==> src/rtl/adc_capture_trigger.sv <==
// adc_capture_trigger
// Turns a rising edge on a debounced trigger level into a burst of ADC
// conversions: one convStart pulse per conversion, a programmable idle gap
// between conversions, a conversion counter and a burst-complete pulse.
//
// Optional feature: define ADC_TRIG_TIMEOUT_EN to arm a watchdog in
// WAIT_DONE that gives up after TIMEOUT_CYCLES clocks without adcDone and
// raises the sticky timeoutErr flag. Without the macro WAIT_DONE waits
// forever and timeoutErr is constant 0.
//
// Handshake with the ADC: convStart is a one-cycle request that is only
// issued in a cycle where adcBusy was sampled low; adcDone is a one-cycle
// completion strobe that is only honoured while a conversion is outstanding
// (WAIT_DONE) and is ignored everywhere else.
//
// o_dbg_state exposes the FSM state encoding for observation.

module adc_capture_trigger #(
    parameter int BURST_WIDTH    = 8,
    parameter int INTERVAL_WIDTH = 16,
    parameter int TIMEOUT_CYCLES = 1000
) (
    input  logic                      clk,
    input  logic                      rst_n,
    input  logic                      trigIn,
    input  logic                      abort,
    input  logic [BURST_WIDTH-1:0]    burstLen,
    input  logic [INTERVAL_WIDTH-1:0] interval,
    input  logic                      adcBusy,
    input  logic                      adcDone,
    output logic                      convStart,
    output logic                      active,
    output logic [BURST_WIDTH-1:0]    sampleCount,
    output logic                      burstDone,
    output logic                      timeoutErr,
    output logic [1:0]                o_dbg_state
);

    typedef enum logic [1:0] {
        S_IDLE      = 2'd0,
        S_START     = 2'd1,
        S_WAIT_DONE = 2'd2,
        S_GAP       = 2'd3
    } state_t;

    state_t                    r_state;
    state_t                    w_state_nxt;

    logic                      r_trig_prev;
    logic                      r_trig_armed;
    logic                      w_start_cond;

    logic [BURST_WIDTH-1:0]    r_len;
    logic [BURST_WIDTH-1:0]    r_count;
    logic [BURST_WIDTH-1:0]    w_count_nxt;
    logic [BURST_WIDTH-1:0]    w_count_inc;

    logic [INTERVAL_WIDTH-1:0] r_interval;
    logic [INTERVAL_WIDTH-1:0] r_gap_cnt;
    logic [INTERVAL_WIDTH-1:0] w_gap_cnt_nxt;

    logic                      r_conv_start;
    logic                      w_conv_start_nxt;
    logic                      r_burst_done;
    logic                      w_burst_done_nxt;
    logic                      r_timeout_err;
    logic                      w_timeout_err_nxt;
    logic                      w_latch;
    logic                      w_timeout_hit;

    // A start needs a genuine low-to-high transition: the armed flag keeps a
    // trigger level that is already high when reset releases from counting
    // as an edge.
    assign w_start_cond = trigIn & ~r_trig_prev & r_trig_armed;
    assign w_count_inc  = r_count + 1'b1;

    // Trigger edge detector history and arming flag.
    always_ff @(posedge clk or negedge rst_n) begin
        if (!rst_n) begin
            r_trig_prev  <= 1'b0;
            r_trig_armed <= 1'b0;
        end else begin
            r_trig_prev  <= trigIn;
            r_trig_armed <= r_trig_armed | ~trigIn;
        end
    end

`ifdef ADC_TRIG_TIMEOUT_EN
    localparam int TMO_W = (TIMEOUT_CYCLES > 1) ? $clog2(TIMEOUT_CYCLES + 1) : 1;

    logic [TMO_W-1:0] r_tmo_cnt;

    // Clocks spent in WAIT_DONE; cleared whenever the FSM is elsewhere, so a
    // fresh conversion always starts counting from zero.
    always_ff @(posedge clk or negedge rst_n) begin
        if (!rst_n) begin
            r_tmo_cnt <= '0;
        end else if (r_state != S_WAIT_DONE) begin
            r_tmo_cnt <= '0;
        end else if (!w_timeout_hit) begin
            r_tmo_cnt <= r_tmo_cnt + 1'b1;
        end
    end

    assign w_timeout_hit = (r_state == S_WAIT_DONE) &&
                           (r_tmo_cnt == TMO_W'(TIMEOUT_CYCLES - 1));
`else
    assign w_timeout_hit = 1'b0;
`endif

    // Next-state, next-counter and strobe decode; abort wins over everything.
    always_comb begin
        w_state_nxt       = r_state;
        w_count_nxt       = r_count;
        w_gap_cnt_nxt     = r_gap_cnt;
        w_conv_start_nxt  = 1'b0;
        w_burst_done_nxt  = 1'b0;
        w_timeout_err_nxt = r_timeout_err;
        w_latch           = 1'b0;

        case (r_state)
            S_IDLE: begin
                if (w_start_cond && (burstLen != '0)) begin
                    w_latch           = 1'b1;
                    w_count_nxt       = '0;
                    w_timeout_err_nxt = 1'b0;
                    w_state_nxt       = S_START;
                end
            end

            S_START: begin
                if (abort) begin
                    w_state_nxt = S_IDLE;
                end else if (!adcBusy) begin
                    w_conv_start_nxt = 1'b1;
                    w_state_nxt      = S_WAIT_DONE;
                end
            end

            S_WAIT_DONE: begin
                if (abort) begin
                    w_state_nxt = S_IDLE;
                end else if (adcDone) begin
                    w_count_nxt = w_count_inc;
                    if (w_count_inc == r_len) begin
                        w_burst_done_nxt = 1'b1;
                        w_state_nxt      = S_IDLE;
                    end else if (r_interval == '0) begin
                        w_state_nxt = S_START;
                    end else begin
                        // GAP lasts interval cycles, START adds the final one.
                        w_gap_cnt_nxt = r_interval - 1'b1;
                        w_state_nxt   = S_GAP;
                    end
                end else if (w_timeout_hit) begin
                    w_timeout_err_nxt = 1'b1;
                    w_state_nxt       = S_IDLE;
                end
            end

            S_GAP: begin
                if (abort) begin
                    w_state_nxt = S_IDLE;
                end else if (r_gap_cnt == '0) begin
                    w_state_nxt = S_START;
                end else begin
                    w_gap_cnt_nxt = r_gap_cnt - 1'b1;
                end
            end

            default: begin
                w_state_nxt = S_IDLE;
            end
        endcase
    end

    // FSM state, registered strobes, counters and per-burst settings.
    always_ff @(posedge clk or negedge rst_n) begin
        if (!rst_n) begin
            r_state       <= S_IDLE;
            r_conv_start  <= 1'b0;
            r_burst_done  <= 1'b0;
            r_timeout_err <= 1'b0;
            r_count       <= '0;
            r_gap_cnt     <= '0;
            r_len         <= '0;
            r_interval    <= '0;
        end else begin
            r_state       <= w_state_nxt;
            r_conv_start  <= w_conv_start_nxt;
            r_burst_done  <= w_burst_done_nxt;
            r_timeout_err <= w_timeout_err_nxt;
            r_count       <= w_count_nxt;
            r_gap_cnt     <= w_gap_cnt_nxt;
            if (w_latch) begin
                r_len      <= burstLen;
                r_interval <= interval;
            end
        end
    end

    assign convStart   = r_conv_start;
    assign burstDone   = r_burst_done;
    assign timeoutErr  = r_timeout_err;
    assign sampleCount = r_count;
    assign active      = (r_state != S_IDLE);
    assign o_dbg_state = r_state;

endmodule

==> config.mk <==
export PLATFORM = sky130hd
export DESIGN_NAME = adc_capture_trigger
export DESIGN_NICKNAME = d
export VERILOG_FILES = /design/src/rtl/adc_capture_trigger.sv
export SDC_FILE = /design/constraint.sdc
export NUM_CORES = 1
export LEC_CHECK = 0
export CAP_MARGIN = 30
export CORE_MARGIN = 8
export CORE_UTILIZATION = 30
export CTS_CLUSTER_DIAMETER = 30
export CTS_CLUSTER_SIZE = 8
export DETAILED_ROUTE_END_ITERATION = 12
export PLACE_DENSITY = 0.48
export SLEW_MARGIN = 20
export SYNTH_ARGS = -nofsm -noshare
export SYNTH_HDL_FRONTEND = slang
export SYNTH_SLANG_ARGS = --single-unit
==> constraint.sdc <==
create_clock -name clk -period 3.6 [get_ports clk]
set_input_delay 0.54 -clock clk [delete_from_list [all_inputs] [get_ports clk]]
set_output_delay 0.54 -clock clk [all_outputs]
set_load 0.01 [all_outputs]
Word level (Yosys, flattened, before mapping)
Index checks and enable logic that the tools add are counted.
{ "classes": {"shifts": 0, "n_div": 0, "bitwise_logic": 5, "mux": 30, "mul": 0, "n_lt_le_gt_ge": 0, "n_eq_ne": 14, "n_addsub": 3, "n_reduce_logical": 11} }
{ "ops": {"columns": ["op", "n"], "rows": [
  ["$mux W16", 6],
  ["$logic_not A16 Y1", 2],
  ["$pmux W16 S2", 1],
  ["$sub A16 B1 Y16 const B", 2],
  ["$mux W8", 3],
  ["$mux W2", 9],
  ["$pmux W8 S2", 1],
  ["$ne A2 B2 Y1 const B", 7],
  ["$mux W1", 9],
  ["$ne A3 B3 Y1 const B", 3],
  ["$add A8 B1 Y8 const B", 1],
  ["$eq A8 B8 Y1", 1],
  ["$pmux W2 S4", 1],
  ["$reduce_and A4 Y1", 2],
  ["$reduce_bool A8 Y1", 1],
  ["$reduce_and A7 Y1", 1],
  ["$reduce_bool A2 Y1", 3],
  ["$eq A2 B2 Y1 const B", 2],
  ["$and A1 B1 Y1", 2],
  ["$eq A2 B1 Y1 const B", 1],
  ["$logic_not A2 Y1", 1],
  ["$not A1 Y1", 2],
  ["$logic_and A1 B1 Y1", 1],
  ["$or A1 B1 Y1", 1]
]} }
{ "totals": {"wordCells": 72, "regBits": 54, "rom_bits": 0, "latchBits": 0, "out_inout_bits": 14, "input_bits": 30, "ramBits": 0, "mem_count": 0} }

Longest topological paths before layout
Gate-level depths: netlist of the first run.
{ "depth": {"word_depth": 6, "depth_mapped": 13, "ltp_nobuf": 9} }

Least setup slack after synthesis of the first run
OpenSTA, ideal clock, no wires.
{ "synth_timing": {"path_type": "reg2reg", "start": "reg r_state[0] (netlist: o_dbg_state[0])", "end": "reg r_gap_cnt[6]", "path_stages_with_launch": 14, "synth_period_minus_slack_ns": 3.035, "required_time_ns": 3.475, "arrival_time_ns": 2.911, "setup_time_ns": 0.125, "n_path_buf": 4, "slack_ns": 0.565, "path_cell_list": "dfrtp_1 clkbuf_1 and2_1 clkbuf_1 clkbuf_1 clkbuf_1 mux2i_1 ha_1 o21a_1 o211ai_1 nor2_1 xnor2_1 mux2i_1 mux2_2"} }
{ "synth_between": {"elab_chain_len": 3, "word_cells_on_any_way": 11, "cone_classes": "8 x eq/ne; 1 x mux; 2 x reduce/logical"} }
{ "synth_lines": {"columns": ["item", "line", "text"], "rows": [
  ["start, declared", "46", "state_t r_state;"],
  ["start signal, assigned", "189", "r_state <= w_state_nxt;"],
  ["$eq A2 B2 Y1", "121", "case (r_state)"],
  ["$ne A2 B2 Y1 (no line) / $reduce_bool A2 Y1 (equally long branches)", null, null],
  ["$reduce_and A7 Y1 (no line)", null, null],
  ["end signal, assigned", "194", "r_gap_cnt <= w_gap_cnt_nxt;"],
  ["end, declared", "59", "logic [INTERVAL_WIDTH-1:0] r_gap_cnt;"]
]} }
Parallel ways exist; a longest one is shown, timed or not.
A chain may end at the register's enable or synchronous reset.

Worst setup path after layout of the first run
{ "layout_timing": {"start": "reg r_count[4] (netlist: sampleCount[4])", "end": "reg r_gap_cnt[2]"} }
{ "layout_between": {"elab_chain_len": 4} }
{ "layout_lines": {"columns": ["item", "line", "text"], "rows": [
  ["start, declared", "54", "logic [BURST_WIDTH-1:0] r_count;"],
  ["start signal, assigned", "193", "r_count <= w_count_nxt;"],
  ["$add A8 B1 Y8", "75", "assign w_count_inc = r_count + 1'b1;"],
  ["$eq A8 B8 Y1", "145", "if (w_count_inc == r_len) begin"],
  ["$ne A2 B2 Y1 (no line)", null, null],
  ["$reduce_and A7 Y1 (no line)", null, null]
]} }
No other way between the ends.

==> impl_results.md, run 1 <==
* Prevailing post-synth register cell: sky130_fd_sc_hd__dfrtp_1
* Final worst-path cycle share at 78.02%
* Num CTS Buffers at 5
* Clock input transition at the sequential cells of the worst setup and hold paths at 80 ps
* FMAX at ~360 MHz
* Avg WL per Cell at 17.65 um
* Crit Path Max Fanout at 17
* Place WS at 607.2 ps
* Routability congestion estimate from global placement at 0.8130
* Placed Instance Area at 0.003990 sq mm
* Crit path required time at between 3000 and 4000 ps
* Setup repair after global routing missed its margin: false
* Count of vias placed by the detailed router at just under 3000
* Initial core utilization at between 30% and 40%
* Min Tclk post-route at 2809 ps
* Port-buffer cells at 42
* HPWL Detailed at 7.049 mm
* Critical path's top delay family: compound AO/OA/AOI/OAI gates
* # rows at 39
* Met3 wire len at 406 um
* Share of async-settable or async-resettable flops after synthesis at 100.0%
* Dominant cell type by area after synthesis: sky130_fd_sc_hd__dfrtp_1
* Static Leak at 1.559 nW
* Worst slew margin at 54.78%
* Total core area at 0.01132 sq mm
* Classification of the worst setup path: register to register
* CP most frequent cell: sky130_fd_sc_hd__a221oi_1
* Max-cap viol count at 0
* Final net count at roughly 440
* Number of hold violations in the final report at 0
* Number of max-slew violations in the final report at 0
* Total negative setup slack at 0 ps
* Total chip power at 3.201 mW
* Signed area change from the synthesized netlist to the final layout at 20.98%
* Overflow left after global routing at 0
* Horizontal extent of the die at 123.1 um
* Routed metal-1 wirelength at 4.715 mm
* Die Y-Extent at 123.1 um
* Arrival time at the worst endpoint at 3010 ps
* Post-route clock skew at 8.590 ps
* Worst Setup Slack, final at between 700 and 800 ps
* Hold WC Path Type: input port to async pin
* CTS tree: done
* Number of H-tree branching levels at 2
* Fraction of final layout cells with drive strength greater than 1 at between 10% and 20%
* Antenna diode count at 0
* Number of antenna violations at the first check in global routing at 0
* Number of failing setup endpoints in the final timing report at 0
* Post-CTS setup repair buffer count at 0
* Total detailed-routing wirelength at 9.707 mm
* Final cell area excluding filler cells at 0.004163 sq mm
* Cells after Synth at 371
* Crit path buf inv count at 0
* Number of remaining DRC errors at 0
* Cell Pwr Density at 769.0 mW/mm^2
* Total standard cell area after synthesis at 0.003441 sq mm
* Post-CTS sizing at 0
* Highest routed metal layer: met4
* Number of ports placed on the die boundary at 44
* Post-Synthesis Net Count at 403
* Finished Layout Cells at 550
* Antenna viol nets, final at 0
* 1st-pass router iterations at 4
* Global routing usage summed across all routing layers at 13.27%
* Worst path slowest cell: sky130_fd_sc_hd__dfrtp_1
* Post-CTS Hold Buffers at 0
* Number of register bits inferred by synthesis at 54
* Placed Cells at 542
* Hold Slack at 258.5 ps
* Clock Latency Late Sink at roughly 300 ps
* Final core utilization at 36.77%
* Register area share after synthesis at around 39%
* Status: finished, final reports clean
* Total Die Area at 0.01515 sq mm
* Max VDD drop at 0.3347 mV
* Maximum single-stage delay on the critical path at 530 ps
* Sink count of the clock tree at 54
* Series of cell instances along the critical path: or3_1, a311o_1, a221oi_1, nand4_2, nand2_4, o21ai_0, a221oi_1
* Actual transition at the worst max-transition pin at 675.3 ps
* Post-DR vias/cell at 5.333
* CP endpoint kind: register
* CTS root buffer: sky130_fd_sc_hd__clkbuf_16
* Synth area leaders: sky130_fd_sc_hd__dfrtp_1 39%, sky130_fd_sc_hd__mux2_2 8.2%, sky130_fd_sc_hd__nor2_1 3.6%, sky130_fd_sc_hd__a21oi_1 3.5%, sky130_fd_sc_hd__nand2_1 3.4%
* Nature of the critical path startpoint: register
* Detailed route wirelength on metal2 at 4.426 mm
* Area share of the leading cell type in the synthesized netlist at 39.27%
* Mapped Avg Cell Area at 9.274 sq um
* Number of global-route vias before repair at 3014
* Clock Path Buffers at 2
* Count of unique library cells instantiated by Yosys at 67
* Detailed router's first-iteration violation count at 132
* Global-route wire length before repair at between 15 and 20 mm
* Maximum number of pins on one net before global-route repair at 29
* EDFF count, synth at 0
* Number of warnings reported in the yosys synthesis log at 0
[cell usage after synthesis (3+ instances only)]
| library cell | n |
|---|---|
| sky130_fd_sc_hd__dfrtp_1 | 54 |
| sky130_fd_sc_hd__nor2_1 | 33 |
| sky130_fd_sc_hd__nand2_1 | 31 |
| sky130_fd_sc_hd__mux2_2 | 25 |
| sky130_fd_sc_hd__a21oi_1 | 24 |
| sky130_fd_sc_hd__o21ai_0 | 20 |
| sky130_fd_sc_hd__nor3_1 | 17 |
| sky130_fd_sc_hd__clkbuf_1 | 16 |
| sky130_fd_sc_hd__a211oi_1 | 9 |
| sky130_fd_sc_hd__mux2i_1 | 8 |
| sky130_fd_sc_hd__or3_1 | 8 |
| sky130_fd_sc_hd__xnor2_1 | 8 |
| sky130_fd_sc_hd__nand3_1 | 7 |
| sky130_fd_sc_hd__inv_1 | 6 |
| sky130_fd_sc_hd__nand2b_1 | 6 |
| sky130_fd_sc_hd__nor3b_1 | 6 |
| sky130_fd_sc_hd__o211ai_1 | 5 |
| sky130_fd_sc_hd__o21ai_2 | 5 |
| sky130_fd_sc_hd__and2_1 | 4 |
| sky130_fd_sc_hd__nor4_1 | 4 |
| sky130_fd_sc_hd__a221oi_1 | 3 |
| sky130_fd_sc_hd__a22o_1 | 3 |
| sky130_fd_sc_hd__a31oi_1 | 3 |
| sky130_fd_sc_hd__and3_1 | 3 |
| sky130_fd_sc_hd__and4_1 | 3 |
| sky130_fd_sc_hd__o21a_1 | 3 |
| sky130_fd_sc_hd__o31ai_1 | 3 |
| sky130_fd_sc_hd__or4_1 | 3 |
| sky130_fd_sc_hd__xor2_1 | 3 |
[cell families after synthesis]
logic type	share of synthesized area, %
other	0.1090
buffers and inverters	3.782
muxes	10.95
DFF	39.27
AOI/OAI and AO/OA	19.42
xor gates and xnor gates	2.800
and+or+nand+nor	22.65
adders and majority gates	1.018
[worst paths after layout]
path	from	to	slack, ps	cells past startpoint
max	sampleCount[4]	r_gap_cnt[2]	790	7
min	rst_n	r_trig_armed	260	1
max reg2reg	sampleCount[4]	r_gap_cnt[2]	790	7
min reg2reg	r_trig_armed	r_trig_armed	480	1
max in group asynchronous	rst_n	r_gap_cnt[8]	2510	2
min in group clk	r_trig_armed	r_trig_armed	480	1
[power breakdown]
group | switching [mW] | internal (mW) | total [mW]
clock network | 0.242 | 0.334 | 0.576
logic | 0.735 | 0.689 | 1.42
registers | 0.341 | 0.860 | 1.20
[placed cells by master, fill, tap and decap left out, types with 9 or more instances in the layout]
master                            netlist  layout
sky130_fd_sc_hd__nand2_1               31      31
sky130_fd_sc_hd__o21ai_0               20      20
sky130_fd_sc_hd__dfrtp_1               54      54
sky130_fd_sc_hd__nor2_1                33      32
sky130_fd_sc_hd__clkdlybuf4s50_1        0      41
sky130_fd_sc_hd__a211oi_1               9       9
sky130_fd_sc_hd__a21oi_1               24      24
sky130_fd_sc_hd__mux2_2                25      25
sky130_fd_sc_hd__nor3_1                17      17
[worst reg2reg max path, delay by kind of cell (launching register included)]
kind / cells / cell delay, ps
flip-flops: 1 / 530
AND/OR/NAND/NOR: 3 / 1050
AO/OA/AOI/OAI: 4 / 1130
[per-layer routing]
| layer | up-vias | GRT usage [%] |
|---|---|---|
| met1 | 1435 | 18.18 |
| met2 | 46 | 20.42 |
| li1 | 1443 | - |
| met5 | - | 0 |
| met3 | 9 | 2.831 |
| met4 | 0 | 4.289 |
[sequential cells by signal, summed over array words and instances (netlist names)]
register / cells
r_gap_cnt: 16
r_interval: 16
r_len: 8
sampleCount: 8
o_dbg_state: 2
burstDone: 1
convStart: 1
r_trig_armed: 1
r_trig_prev: 1
[area by class of cell]
| cell class | instances | area [sq um] |
|---|---|---|
| Sequential cell | 54 | 1351 |
| Fill cell | 1178 | 7158 |
| Clock buffer | 5 | 125.1 |
| Clock inverter | 3 | 47.55 |
| Tap cell | 143 | 178.9 |
| Multi-Input combinational cell | 289 | 1962 |
| Inverter | 6 | 22.52 |
| Timing Repair Buffer | 50 | 475.5 |
Power figures use the tool's default switching activity.
==> inputs of run 2 (changes only) <==
--- a/config.mk
+++ b/config.mk
@@ -11,7 +11,7 @@
 export CTS_CLUSTER_DIAMETER = 30
 export CTS_CLUSTER_SIZE = 8
 export DETAILED_ROUTE_END_ITERATION = 12
-export PLACE_DENSITY = 0.48
+export PLACE_DENSITY = 0.49
 export SLEW_MARGIN = 20
 export SYNTH_ARGS = -nofsm -noshare
 export SYNTH_HDL_FRONTEND = slang
==> constraint.sdc (replaced) <==
create_clock -name clk -period 2.3 [get_ports clk]
set_input_delay 0.345 -clock clk [delete_from_list [all_inputs] [get_ports clk]]
set_output_delay 0.345 -clock clk [all_outputs]
set_load 0.01 [all_outputs]
==> impl_results.md, run 2 (synthesis gave the netlist of run 1 again) <==
* Fraction of final layout cells with drive strength greater than 1 at 28.45%
* Worst Setup Slack, final at -182.3 ps
* Number of ports placed on the die boundary at 44
* Total core area at roughly 0.011 sq mm
* Number of failing setup endpoints in the final timing report at 16
* Clock input transition at the sequential cells of the worst setup and hold paths at 80 ps
* Clock Path Buffers at 2
* CTS tree: done
* Number of antenna violations at the first check in global routing at 0
* Overflow left after global routing at 0
* Leading registers by flop count: r_gap_cnt (16), r_interval (16)
* Maximum number of pins on one net before global-route repair at 29
* Cell count of the worst reg-to-reg path at 8
* Sequential Area at 0.001354 sq mm
* Worst slew margin at 53.76%
* Area taken by multi-input logic gates at 0.002039 sq mm
* Crit Path Max Fanout at 9
* Max VDD drop at about 0.4 mV
* Antenna viol nets, final at 0
* Number of hold violations in the final report at 0
* Signed area change from the synthesized netlist to the final layout at 37.45%
* Total Die Area at around 0.015 sq mm
* CTS root buffer: sky130_fd_sc_hd__clkbuf_16
* Post-DR vias/cell at 5.244
* Most frequent cells in the layout: 59 x sky130_fd_sc_hd__buf_4, 52 x sky130_fd_sc_hd__dfrtp_1, 41 x sky130_fd_sc_hd__clkdlybuf4s50_1
* FMAX at 402.9 MHz
* Finished Layout Cells at 607
* Classification of the worst setup path: register to register
* Status: finished, violations left
* Min Tclk post-route at around 2500 ps
* Place WS at -199.2 ps
* Setup repair after global routing missed its margin: true
* Hold WC Path Type: input port to async pin
* Routability congestion estimate from global placement at 0.8106
* Max-cap viol count at 0
* Violated checks: negative setup slack
* Global-route wire length before repair at 16.88 mm
* Actual transition at the worst max-transition pin at 693.6 ps
* Crit path required time at 2500 ps
* Avg WL per Cell at 16.57 um
* Post-route clock skew at a little over 9 ps
* Initial core utilization at 30.39%
* Number of global-route vias before repair at between 3000 and 4000
* Static Leak at 1.869 nW
* Horizontal extent of the die at 123.1 um
* Num CTS Buffers at 5
* Number of max-slew violations in the final report at 0
* Die Y-Extent at 123.1 um
* Setup slack of the most critical reg-to-reg path at -180 ps
* Detailed router's first-iteration violation count at 127
* Sink count of the clock tree at 54
* CP endpoint kind: register
* Clock Latency Late Sink at ~300 ps
* Final worst-path cycle share at 107.9%
* Antenna diode count at 0
* HPWL Detailed at 7.429 mm
* 1st-pass router iterations at 4
* Critical R2R Launch: r_interval[8]
* Number of remaining DRC errors at 0
* Total detailed-routing wirelength at just over 10 mm
* Capture point of the worst reg-to-reg path: r_gap_cnt[14]
* Final net count at 495
* Nature of the critical path startpoint: register
* Count of vias placed by the detailed router at 3183
* Filler instances at 1139
* Number of H-tree branching levels at 2
* Placed Cells at 593
* Port-buffer cells at 42
* Most common library cell in the layout ignoring fill and taps: sky130_fd_sc_hd__buf_4
* # rows at 39
* Arrival time at the worst endpoint at 2680 ps
* Global routing usage summed across all routing layers at 13.92%
* Cell Pwr Density at 1204 mW/mm^2
-- run 2: cell types whose count changed in the layout (fill, tap and decap cells not counted), sizes merged --
cell	delta
bufinv	+1
a21o	+1
inv	-2
clkinv	+1
buf	+56
-- run 2: per-layer routing --
| layer | track usage [%] | vias up | share of wire, % |
|---|---|---|---|
| met1 | 18.95 | 1563 | 49 |
| met4 | 3.612 | 0 | 1.1 |
| met3 | 2.055 | 5 | 3.6 |
| met2 | 22.66 | 55 | 46 |
| met5 | 0 | - | 0 |
| li1 | - | 1560 | - |
-- run 2: layout make-up --
| class | instances | share of cell area (%) |
|---|---|---|
| clock buffer | 5 | 2.646 |
| clock inverter | 3 | 1.455 |
| inverter | 6 | 0.4762 |
| multi-input combinational | 290 | 43.12 |
| sequential | 54 | 28.62 |
| tap | 143 | 3.783 |
| timing repair buffer | 106 | 19.89 |
-- run 2: through the flow --
stage	util [%]	area (sq um)	power, mW	hold WS, ps	TNS [ps]
floorplan	-	3498	3.495	49.41	-1072
global placement	39.21	4439	4.537	442.2	-1459
detailed placement	39.21	4439	4.585	446.4	-2120
CTS	41.49	4697	5.705	121.9	-2293
global route	41.78	4730	6.131	150.2	-3667
finish	41.78	4730	5.694	78.03	-2161
-- run 2: power by group --
part	internal (mW)	total, mW	switching (mW)
registers	1.35	1.77	0.418
logic	1.53	2.93	1.41
clock network	0.626	0.994	0.367
total	3.50	5.69	2.19
-- run 2: worst max path at each step --
stage	startpoint	endpoint	slack, ps	cells past startpoint
4_1_cts	r_interval[8]	r_gap_cnt[8]	-190	8
5_1_grt	r_interval[8]	r_gap_cnt[5]	-270	8
3_3_place_gp	r_interval[8]	r_gap_cnt[0]	-160	6
6_report	r_interval[8]	r_gap_cnt[14]	-180	8
3_5_place_dp	r_interval[8]	r_gap_cnt[0]	-200	6
2_1_floorplan	o_dbg_state[0]	r_gap_cnt[6]	-280	13
-- run 2: repair_timing --
| item | CTS | global route |
|---|---|---|
| buffers inserted | 4 | 1 |
| resized for setup | 6 | 6 |
| hold buffers | 0 | 0 |
| setup endpoints to repair | 17 | 18 |
| cloned | 1 | 0 |
-- run 2: worst max-delay path: stages (launching register included) --
cell and delay, ps:
sky130_fd_sc_hd__dfrtp_1 380, sky130_fd_sc_hd__or4_4 560, sky130_fd_sc_hd__or4_4 450, sky130_fd_sc_hd__nor4b_4 270, sky130_fd_sc_hd__nor2_2 130, sky130_fd_sc_hd__nand2_4 150
sky130_fd_sc_hd__buf_12 150, sky130_fd_sc_hd__o21ai_2 60, sky130_fd_sc_hd__a211oi_1 240
==> inputs of run 3 (changes only) <==
--- a/config.mk
+++ b/config.mk
@@ -8,10 +8,12 @@
 export CAP_MARGIN = 30
 export CORE_MARGIN = 8
 export CORE_UTILIZATION = 30
+export CTS_BUF_LIST = sky130_fd_sc_hd__clkbuf_2 sky130_fd_sc_hd__clkbuf_4 sky130_fd_sc_hd__clkbuf_8
 export CTS_CLUSTER_DIAMETER = 30
 export CTS_CLUSTER_SIZE = 8
 export DETAILED_ROUTE_END_ITERATION = 12
 export PLACE_DENSITY = 0.49
+export SETUP_SLACK_MARGIN = 0.02
 export SLEW_MARGIN = 20
 export SYNTH_ARGS = -nofsm -noshare
 export SYNTH_HDL_FRONTEND = slang
==> impl_results.md, run 3 (synthesis gave the netlist of run 1 again) <==
* Post-DR vias/cell at about 5.3
* Crit Path Max Fanout at 5
* Sequential Area at 0.001354 sq mm
* Placed Cells at 596
* Clock Latency Late Sink at 340 ps
* Number of remaining DRC errors at 0
* Total Die Area at around 0.015 sq mm
* Worst slew margin at 65.99%
* Sink count of the clock tree at 54
* Nature of the critical path startpoint: register
* Series of cell instances along the critical path: or4_4, or4_4, nor4b_4, buf_4, nor2_4, nand2_4, buf_4, o21ai_1, a221oi_2
* Number of hold violations in the final report at 0
* Place WS at -202.1 ps
* Cell Pwr Density at 1166 mW/mm^2
* Die Y-Extent at 123.1 um
* Max-cap viol count at 0
* Number of antenna violations at the first check in global routing at 0
* # rows at 39
* Antenna diode count at 0
* CTS tree: done
* Most frequent cells in the layout: 57 x sky130_fd_sc_hd__buf_4, 52 x sky130_fd_sc_hd__dfrtp_1, 41 x sky130_fd_sc_hd__clkdlybuf4s50_1
* Max VDD drop at 0.4137 mV
* Routability congestion estimate from global placement at a little over 0.8
* HPWL Detailed at between 7 and 8 mm
* Crit path required time at 2560 ps
* Static Leak at 1.887 nW
* Critical path's top delay family: simple AND/OR/NAND/NOR gates
* Global-route wire length before repair at approximately 17 mm
* Number of max-slew violations in the final report at 0
* CTS root buffer: sky130_fd_sc_hd__clkbuf_8
* Finished Layout Cells at between 600 and 700
* Total detailed-routing wirelength at around 11 mm
* Num CTS Buffers at 5
* Min Tclk post-route at 2507 ps
* Area taken by multi-input logic gates at 0.002207 sq mm
* Status: finished, violations left
* Violated checks: negative setup slack
* Signed area change from the synthesized netlist to the final layout at 41.09%
* Number of ports placed on the die boundary at 44
* FMAX at roughly 400 MHz
* Final net count at 500
* Clock Path Buffers at 2
* Most common library cell in the layout ignoring fill and taps: sky130_fd_sc_hd__buf_4
* 1st-pass router iterations at 4
* Number of H-tree branching levels at 2
* Worst path slowest cell: sky130_fd_sc_hd__or4_4
* Clock input transition at the sequential cells of the worst setup and hold paths at between 100 and 150 ps
* Leading registers by flop count: r_gap_cnt (16), r_interval (16)
* Detailed router's first-iteration violation count at 104
* Count of vias placed by the detailed router at about 3200
* Initial core utilization at 30.39%
* Overflow left after global routing at 0
* Number of global-route vias before repair at ~3200
* Post-route clock skew at 21.27 ps
* Classification of the worst setup path: register to register
* Fraction of final layout cells with drive strength greater than 1 at 32.62%
* Port-buffer cells at 42
* Horizontal extent of the die at 123.1 um
* Avg WL per Cell at approximately 18 um
* Maximum number of pins on one net before global-route repair at 26
* Total core area at 0.01132 sq mm
* CP endpoint kind: register
* Global routing usage summed across all routing layers at 14.31%
* Worst Setup Slack, final at -207.4 ps
* Number of failing setup endpoints in the final timing report at 16
* Hold WC Path Type: input port to async pin
* Arrival time at the worst endpoint at 2770 ps
* Final worst-path cycle share at 109.0%
* Antenna viol nets, final at 0
* Actual transition at the worst max-transition pin at between 500 and 600 ps
* Filler instances at 1152
* Crit path buf inv count at 2
* Maximum single-stage delay on the critical path at 550 ps
* Setup repair after global routing missed its margin: true
run 3: cell count changes in the layout (fill, tap and decap cells not counted), moves of 3 or more:
cell,delta
sky130_fd_sc_hd__a211oi_1,-5
sky130_fd_sc_hd__clkbuf_16,-4
sky130_fd_sc_hd__a211oi_2,+5
sky130_fd_sc_hd__o21ai_0,-4
sky130_fd_sc_hd__clkbuf_8,+5
sky130_fd_sc_hd__buf_6,+5
sky130_fd_sc_hd__nor3_1,-3
run 3: cell type report:
class / count / area share [%]
clock buffers: 5 / 1.418
well taps: 143 / 3.686
flip-flops and latches: 54 / 27.89
repair buffers: 110 / 20.54
clock inverters: 3 / 0.5412
multi-input cells: 291 / 45.46
inverters: 6 / 0.4639
run 3: power by group:
group	total (mW)	switching, mW	internal [mW]
logic	3.25	1.58	1.67
clock network	0.596	0.371	0.225
registers	1.81	0.470	1.35
run 3: per-stage QoR:
step	cell area (sq um)	TNS [ps]	util (%)	hold WS, ps	power [mW]
6_report	4855	-2528	42.88	460.4	5.660
2_1_floorplan	3503	-1072	-	49.41	3.501
3_3_place_gp	4454	-1275	39.35	303.4	4.592
3_5_place_dp	4454	-1979	39.35	306.7	4.642
4_1_cts	4628	-2718	40.88	460.6	5.363
5_1_grt	4855	-4081	42.88	481.8	6.088
run 3: final timing paths:
| path | start | endpoint | slack [ps] | cells after the start |
|---|---|---|---|---|
| worst min register to register | r_trig_armed | r_trig_armed | 480 | 1 |
| max in group asynchronous | rst_n | r_gap_cnt[8] | 1150 | 3 |
| worst max-delay path | r_interval[8] | r_gap_cnt[4] | -210 | 9 |
| min in group clk | r_trig_armed | r_trig_armed | 480 | 1 |
| worst min-delay path | rst_n | r_trig_prev | 460 | 2 |
| worst max register to register | r_interval[8] | r_gap_cnt[4] | -210 | 9 |
run 3: repair_timing:
item | CTS | global route
endpoints found under the hold margin | 16 | 0
endpoints found under the setup margin | 17 | 18
pin swaps | 4 | 25
resized for setup | 7 | 42
setup buffers | 2 | 3
cloned | 2 | 1
hold buffers | 1 | 0
run 3: per-layer routing:
metal  vias up  GRT usage (%)  share of wire, %
met5         -              0                 0
met4         0          5.719               1.7
met3        13          2.511               3.3
met2        56          21.64                46
met1      1602          19.84                49
li1       1577              -                 -
